$ cat config.mk
export PLATFORM = sky130hd
export DESIGN_NAME = kbd_decoder
export DESIGN_NICKNAME = d
export VERILOG_FILES = /design/src/rtl/kbd_decoder_pkg.sv /design/src/rtl/kbd_decoder_ascii.sv /design/src/rtl/kbd_decoder.sv
export SDC_FILE = /design/constraint.sdc
export NUM_CORES = 1
export LEC_CHECK = 0
export BUFFER_PORTS_ARGS = -buffer_cell sky130_fd_sc_hd__buf_4
export CORE_ASPECT_RATIO = 2
export CORE_UTILIZATION = 50
export CTS_CLUSTER_SIZE = 25
export DETAILED_ROUTE_END_ITERATION = 8
export GPL_TIMING_DRIVEN = 0
export PLACE_DENSITY = 0.83
export REMOVE_ABC_BUFFERS = 1
export SYNTH_ARGS = -nofsm -noshare
export SYNTH_HDL_FRONTEND = slang
export SYNTH_SLANG_ARGS = --single-unit
$ cat constraint.sdc
create_clock -name clk -period 3.1 [get_ports clk]
set_input_delay 0.62 -clock clk [delete_from_list [all_inputs] [get_ports clk]]
set_output_delay 0.62 -clock clk [all_outputs]
set_load 0.02 [all_outputs]
$ cat src/rtl/kbd_decoder_pkg.sv
// Purpose: shared FSM encoding, scan-code constants and byte classes for the PS/2 key decoder.
// Latency: n/a (types and constants only).
// Backpressure: n/a.
package kbd_decoder_pkg;

    // Byte-handling FSM: fetch (IDLE), pop strobe (ACK), classify/update (PROC).
    typedef enum logic [1:0] {
        ST_IDLE = 2'd0,
        ST_ACK  = 2'd1,
        ST_PROC = 2'd2
    } state_t;

    // What a buffered scan-code byte means given the pending prefix flags.
    typedef enum logic [2:0] {
        BK_EXT     = 3'd0,   // E0 prefix
        BK_BRK     = 3'd1,   // F0 prefix
        BK_RELEASE = 3'd2,   // code following F0
        BK_REPEAT  = 3'd3,   // typematic repeat of the held key
        BK_PRESS   = 3'd4    // new make code
    } byte_kind_t;

    localparam logic [7:0] SC_EXT     = 8'hE0;
    localparam logic [7:0] SC_BRK     = 8'hF0;
    localparam logic [7:0] ASCII_NONE = 8'h00;

endpackage

$ cat src/rtl/kbd_decoder_ascii.sv
// Purpose: scan-code set 2 make code to ASCII (lowercase letters, digits, space, enter).
// Latency: purely combinational.
// Backpressure: none.
module kbd_ascii
    import kbd_decoder_pkg::*;
(
    input  logic [7:0] code,
    input  logic       ext,
    output logic [7:0] ascii
);

    // Table lookup; E0-prefixed keys (arrows, keypad enter, ...) have no ASCII here.
    always_comb begin
        ascii = ASCII_NONE;
        if (!ext) begin
            case (code)
                8'h1C: ascii = 8'h61; // a
                8'h32: ascii = 8'h62; // b
                8'h21: ascii = 8'h63; // c
                8'h23: ascii = 8'h64; // d
                8'h24: ascii = 8'h65; // e
                8'h2B: ascii = 8'h66; // f
                8'h34: ascii = 8'h67; // g
                8'h33: ascii = 8'h68; // h
                8'h43: ascii = 8'h69; // i
                8'h3B: ascii = 8'h6A; // j
                8'h42: ascii = 8'h6B; // k
                8'h4B: ascii = 8'h6C; // l
                8'h3A: ascii = 8'h6D; // m
                8'h31: ascii = 8'h6E; // n
                8'h44: ascii = 8'h6F; // o
                8'h4D: ascii = 8'h70; // p
                8'h15: ascii = 8'h71; // q
                8'h2D: ascii = 8'h72; // r
                8'h1B: ascii = 8'h73; // s
                8'h2C: ascii = 8'h74; // t
                8'h3C: ascii = 8'h75; // u
                8'h2A: ascii = 8'h76; // v
                8'h1D: ascii = 8'h77; // w
                8'h22: ascii = 8'h78; // x
                8'h35: ascii = 8'h79; // y
                8'h1A: ascii = 8'h7A; // z
                8'h45: ascii = 8'h30; // 0
                8'h16: ascii = 8'h31; // 1
                8'h1E: ascii = 8'h32; // 2
                8'h26: ascii = 8'h33; // 3
                8'h25: ascii = 8'h34; // 4
                8'h2E: ascii = 8'h35; // 5
                8'h36: ascii = 8'h36; // 6
                8'h3D: ascii = 8'h37; // 7
                8'h3E: ascii = 8'h38; // 8
                8'h46: ascii = 8'h39; // 9
                8'h29: ascii = 8'h20; // space
                8'h5A: ascii = 8'h0D; // enter
                default: ascii = ASCII_NONE;
            endcase
        end
    end

endmodule

$ cat src/rtl/kbd_decoder.sv
// Purpose: pops scan-code bytes from the ps2_keyboard FIFO and tracks the held key, its ASCII and a press counter.
// Latency: 3 cycles per byte (fetch, pop, classify); key outputs update on the edge leaving PROC.
// Backpressure: a byte is only popped (single-cycle active-low strobe) after it has been latched; reset suppresses a pending pop.
module kbd_decoder
    import kbd_decoder_pkg::*;
(
    input  logic       clk,
    input  logic       rst,
    input  logic [7:0] ps2_byte,
    input  logic       ps2_ready,
    input  logic       ps2_overflow,
    output logic       ps2_nextdata_n,
    output logic       key_valid,
    output logic [7:0] key_code,
    output logic       key_ext,
    output logic [7:0] key_ascii,
    output logic [7:0] press_count,
    output logic       ovf_seen
);

    state_t     state;
    state_t     state_nxt;
    logic [7:0] byte_r;
    logic       ext_pend;
    logic       brk_pend;
    logic       same_key;
    byte_kind_t byte_kind;

    // State register.
    always_ff @(posedge clk) begin
        if (rst) begin
            state <= ST_IDLE;
        end else begin
            state <= state_nxt;
        end
    end

    // Next state: wait for data, then spend exactly one cycle in each of ACK and PROC.
    always_comb begin
        state_nxt = state;
        case (state)
            ST_IDLE: if (ps2_ready) state_nxt = ST_ACK;
            ST_ACK:  state_nxt = ST_PROC;
            ST_PROC: state_nxt = ST_IDLE;
            default: state_nxt = ST_IDLE;
        endcase
    end

    // Pop strobe is low only during ACK. Gating with rst means a reset arriving
    // in ACK withdraws the strobe before the FIFO clocks it, so the byte stays queued.
    assign ps2_nextdata_n = !((state == ST_ACK) && !rst);

    // Capture the FIFO head when leaving IDLE; it is stable through ACK/PROC.
    always_ff @(posedge clk) begin
        if (rst) begin
            byte_r <= 8'h00;
        end else if ((state == ST_IDLE) && ps2_ready) begin
            byte_r <= ps2_byte;
        end
    end

    // Classify the buffered byte against the prefix flags and the currently held key.
    always_comb begin
        same_key  = key_valid && (byte_r == key_code) && (ext_pend == key_ext);
        byte_kind = BK_PRESS;
        if (byte_r == SC_EXT) begin
            byte_kind = BK_EXT;
        end else if (byte_r == SC_BRK) begin
            byte_kind = BK_BRK;
        end else if (brk_pend) begin
            byte_kind = BK_RELEASE;
        end else if (same_key) begin
            byte_kind = BK_REPEAT;
        end
    end

    // Prefix flags: set by E0/F0, consumed by the first ordinary byte that follows.
    always_ff @(posedge clk) begin
        if (rst) begin
            ext_pend <= 1'b0;
            brk_pend <= 1'b0;
        end else if (state == ST_PROC) begin
            case (byte_kind)
                BK_EXT: ext_pend <= 1'b1;
                BK_BRK: brk_pend <= 1'b1;
                default: begin
                    ext_pend <= 1'b0;
                    brk_pend <= 1'b0;
                end
            endcase
        end
    end

    // Held-key state: a new press replaces the key (last key wins); only a
    // release of that exact key (code and extended flag) drops key_valid.
    always_ff @(posedge clk) begin
        if (rst) begin
            key_valid   <= 1'b0;
            key_code    <= 8'h00;
            key_ext     <= 1'b0;
            press_count <= 8'h00;
        end else if (state == ST_PROC) begin
            case (byte_kind)
                BK_RELEASE: begin
                    if (same_key) key_valid <= 1'b0;
                end
                BK_PRESS: begin
                    key_valid   <= 1'b1;
                    key_code    <= byte_r;
                    key_ext     <= ext_pend;
                    press_count <= press_count + 8'd1;   // wraps modulo 256
                end
                default: ;
            endcase
        end
    end

    // Sticky overflow flag; decoding is not affected by it.
    always_ff @(posedge clk) begin
        if (rst) begin
            ovf_seen <= 1'b0;
        end else if (ps2_overflow) begin
            ovf_seen <= 1'b1;
        end
    end

    kbd_ascii u_ascii (
        .code  (key_code),
        .ext   (key_ext),
        .ascii (key_ascii)
    );

endmodule

; Word-level counts from Yosys, hierarchy flattened
; Memories as Yosys holds them, arrays and structs flattened. A register that Yosys moved wholly into a read port is not among the register bits.
; Cells that the tools add are included.
[totals]
inputBits = 12
n_memories = 1
output_inout_bits = 28
mem_bits_ro = 896
ff_bits = 31
[op_classes]
n_eq_ne = 11
muxes = 14
add_sub_neg = 1
bitwise_logic = 2
reduce_logical = 13
[mem_list]
columns = memory, words, width, read_ports, rd_ports_with_merged_regs, wr, line_no
row1 = (no name shown), 128, 7, 1, 1, 0, kbd_decoder_ascii.sv:16  ; case (code)
[op_table]
columns = operator, count
row1 = 8-bit equality test (second input constant), 2
row2 = 8-bit 2-to-1 mux, 2
row3 = 7-bit 2-to-1 mux, 2
row4 = 3-bit 2-to-1 mux, 4
row5 = 8-bit by 1-bit adder with 8-bit output (second input constant), 1
row6 = 8-bit equality test, 1
row7 = 1-bit one-hot mux with 2 select lines, 3
row8 = 2-bit AND reduction, 3
row9 = 1-bit logical AND, 4
row10 = 2-bit != test (second input constant), 2
row11 = 2-bit one-hot mux with 2 select lines, 1
row12 = 3-bit by 1-bit equality test with 1-bit output (second input constant), 1
row13 = 3-bit by 2-bit equality test with 1-bit output (second input constant), 1
row14 = 3-bit equality test (second input constant), 1
row15 = 3-bit logical NOT, 1
row16 = 3-bit AND reduction, 1
row17 = 2-bit by 1-bit equality test with 1-bit output (second input constant), 1
row18 = 2-bit equality test (second input constant), 1
row19 = 1-bit logical NOT, 2
row20 = 2-bit logical NOT, 1
row21 = 2-bit 2-to-1 mux, 1
row22 = 1-bit NOT, 2
row23 = 2-bit nonzero test, 1
row24 = 1-bit equality test, 1
row25 = 1-bit 2-to-1 mux, 1

; Logic depth before layout (Yosys ltp)
[logic_depth]
word_depth = 11
depth_mapped = 13

; Cells and area by module
; Synthesis repeated with hierarchy kept, for this count alone.
[unflattened]
hier_cells = 254
hier_area_um2 = 2054.5
[by_module_without_submodules]
columns = module, area_each_um2, instances, cells_per_inst, seq_area_each_um2
row1 = kbd_decoder, 1308.8, 1, 135, 620.6
row2 = kbd_ascii, 745.7, 1, 119, 0.0

; Worst setup path after synthesis
; No wires, ideal clock.
[synth_path]
path_type = reg-to-reg
startpoint = reg key_code[3]
endpoint = reg (tool-made name)
n_path_buf = 0
slack_ps = 124
t_arrival_ps = 2853
path_stages_with_launch = 13
period_less_slack_ps = 2976
required_time_ps = 2978
path_cell_list = dfxtp_1 xnor2_1 nand4_1 o31ai_4 mux2_2 nand2_1 inv_1 ha_1 nor3_1 a211oi_1 a211o_1 o211ai_1 nand3_1
[synth_rtl]
columns = item, line_no
row1 = from (decl), kbd_decoder.sv:14  ; output logic [7:0] key_code,
row2 = from (signal assigned), kbd_decoder.sv:109  ; key_code <= byte_r;

==> impl_metrics.tcl <==
set metrics [dict create \
    reg2regPathDepth 10 \
    p_leak_nw 1.25 \
    syn_area_um2 2520 \
    vdd_drop_max_uv 371 \
    synthFlopType "dfxtp_1" \
    worstHoldPathType "reg2reg" \
    dpl_cell_area_um2 2780 \
    core_area_um2 4860 \
    gp_congestion 0.975 \
    synth_top_area_share_pct 30.2 \
    worst_pin_slew_ns 0.962 \
    slew_headroom_pct 35.6 \
    crit_path_end_kind "flip-flop" \
    nets 357 \
    drive_gt1_share_pct 28.3 \
    fin_area_um2 3070 \
    grt_start_max_net_pins 42 \
    synth-seq-cells 38 \
    rsz0062_at_grt "yes" \
    cts_buffer_depth 2 \
    ant_nets 0 \
    cts.htree.levels 2 \
    fin_crit_sh_pct 96.5 \
    fp.dieW_um 52.2 \
    post-route-drc-count 0 \
    cts_buffers 5 \
    synth-edff-count 0 \
    cp_data_required_time_ns 3.29 \
    cp_slowest_cell "o41a_4" \
    slowest_delay_ns 0.54 \
    root_buffer "clkbuf_8" \
    first_pass_iters 4 \
    max_cap_violations 0 \
    area_delta_synth_final_pct 21.7 \
    n_antenna_cell 0 \
    yosys-top-cells-area "dfxtp_1 (30%), mux2i_1 (5.6%), nand2_1 (5.4%), nor2_1 (5.2%), ha_1 (3.5%)" \
    timing.hold.ws_ns 0.470 \
    power-per-cell-area_nw_per_um2 387 \
    cp-startpoint "byte_r[3]$_SDFFE_PP0P_" \
    clkSinkCount 38 \
    holdPathStages 2 \
    synth_cell_type_count 65 \
    fin_util_pct 63.1 \
    fmax_ghz 0.334 \
    gr-usage-met1_pct 25.2 \
    grt_pass1_wl_um 10900 \
    first_global_vias 2286 \
    crit_path_max_fanout 12 \
    chipHeight_um 102 \
    wl_per_cell_um 18.5 \
    grtUsageTotal_pct 28.0 \
    port_buffers 38 \
    yosysMostFrequentCell "dfxtp_1" \
    clkTransAtPathRegs_ns 0.08 \
    ys_async_sr_fraction_pct 0 \
    r2r-start "byte_r[3]$_SDFFE_PP0P_" \
    viasPerCell 6.15 \
    critPathArrivalTime_ns 3.18 \
    fill_cells 403 \
    cts_hold_buffers 0 \
    yosys_warnings 0 \
    synth_common_cells "dfxtp_1 (38), nand2_1 (36), nor2_1 (35)" \
    num_vias 2437 \
    clk_latency_ns 0.30 \
    cp-start-kind "flip-flop" \
    status "completed" \
    synth_top_area_cell "dfxtp_1" \
    cts_tree "done" \
    crit_chain "nand4b_4 > o41a_4 > o21ai_4 > inv_1 > ha_1 > a21oi_1 > mux2i_1 > o21ai_0 > a31oi_1 > a211o_1" \
    wirelength_um 7340 \
    gr-total-overflow 0 \
    fin_crit_ns 2.99 \
    synth_area_per_cell_um2 8.40 \
    synth_cells 300 \
    setup_viol_count_final 0 \
    slew_viol_final 0 \
    worstSetupPathType "reg2reg" \
    grtUsageMet3_pct 5.21 \
    post-dp-hpwl_um 5230 \
    drt-initial-drc-count 99 \
    fin_skew_ns 0.00912 \
    hold_viol_final 0 \
    grt_use_met2_pct 52.2 \
    ys_seq_area_share_pct 30.2 \
    row_count 36 \
    die_area_um2 5350 \
    reg2reg_slack_ns 0.11 \
    grt_antenna_before_repair 0 \
    start_util_pct 51.8 \
    busiest_layer "met2" \
    io_pins 40 \
    power_mw 1.19 \
]
[critical path, delay by kind of cell, from the launching register on]
kind	cells	cell delay (ns)
DFF	1	0.38
AOI/OAI and AO/OA	6	1.60
muxes	1	0.09
and+or+nand+nor	1	0.23
adders and majority gates	1	0.29
buffers and inverters	1	0.29
[stage by stage]
stage | worst slack (ns) | std cells | setup TNS [ns]
6_report | 0.110 | 396 | 0
5_1_grt | -0.00786 | 396 | -0.00786
4_1_cts | -0.0208 | 391 | -0.0208
3_5_place_dp | -0.735 | 378 | -4.06
3_3_place_gp | -2.05 | 378 | -11.71
2_1_floorplan | -0.688 | 283 | -2.44
[area by class of cell]
cell class	count	area (um2)	share of cell area (%)
well taps	57	71.3	2.32
clock inverters	2	60.1	1.96
inverters	11	60.1	1.96
flip-flops and latches	38	776	25.3
clock buffers	6	82.6	2.69
repair buffers	47	353	11.5
multi-input cells	235	1670	54.3
[cells by family after synthesis]
group | Yosys count | share of synthesized area [%]
AND/OR/NAND/NOR | 122 | 24.9
AO/OA/AOI/OAI | 70 | 21.3
flip-flops | 38 | 30.2
buffers and inverters | 28 | 6.60
multiplexers | 18 | 7.89
XOR/XNOR | 16 | 5.56
adder cells (fa/ha/maj) | 7 | 3.47
other | 1 | 0.149
[power by group]
| part | switching, mW | internal [mW] |
|---|---|---|
| clock | 0.185 | 0.343 |
| combinational | 0.0740 | 0.0570 |
| sequential | 0.0258 | 0.502 |
| total | 0.284 | 0.902 |
[routing by layer]
metal  part of all wire, %  vias to the layer above
met5                     0                        -
met4                   5.9                        0
met3                   3.8                       31
met2                    56                       89
met1                    34                     1170
li1                      -                     1147
[worst min path at each step]
stage,end,start,slack (ns)
floorplan,key_ext$_SDFFE_PP0P_,ext_pend$_SDFFE_PP0P_,0.45
global placement,ovf_seen$_SDFFE_PP0P_,ovf_seen$_SDFFE_PP0P_,0.45
detailed placement,ovf_seen$_SDFFE_PP0P_,ovf_seen$_SDFFE_PP0P_,0.46
CTS,ovf_seen$_SDFFE_PP0P_,ovf_seen$_SDFFE_PP0P_,0.47
global route,ovf_seen$_SDFFE_PP0P_,ovf_seen$_SDFFE_PP0P_,0.49
finish,ovf_seen$_SDFFE_PP0P_,ovf_seen$_SDFFE_PP0P_,0.47
[cells in the final DEF, fill, tap and decap left out, types with 5 or more instances in the layout]
cell type	n
a211o_1	5
a21oi_1	16
and2_1	11
buf_4	47
clkbuf_8	6
dfxtp_1	28
dfxtp_2	9
ha_1	6
inv_1	7
mux2i_1	13
nand2_1	35
nand3_1	9
nand4_1	5
nor2_1	35
nor3_1	6
o21ai_0	9
o21ai_1	6
xnor2_1	9
xor2_1	7
[repair_timing]
action,CTS,global route
gates cloned,0,1
endpoints found under the setup margin,7,7
gates resized for setup,11,14
pin swaps,3,3
buffers inserted,5,4
(Power assumes the default switching activity.)
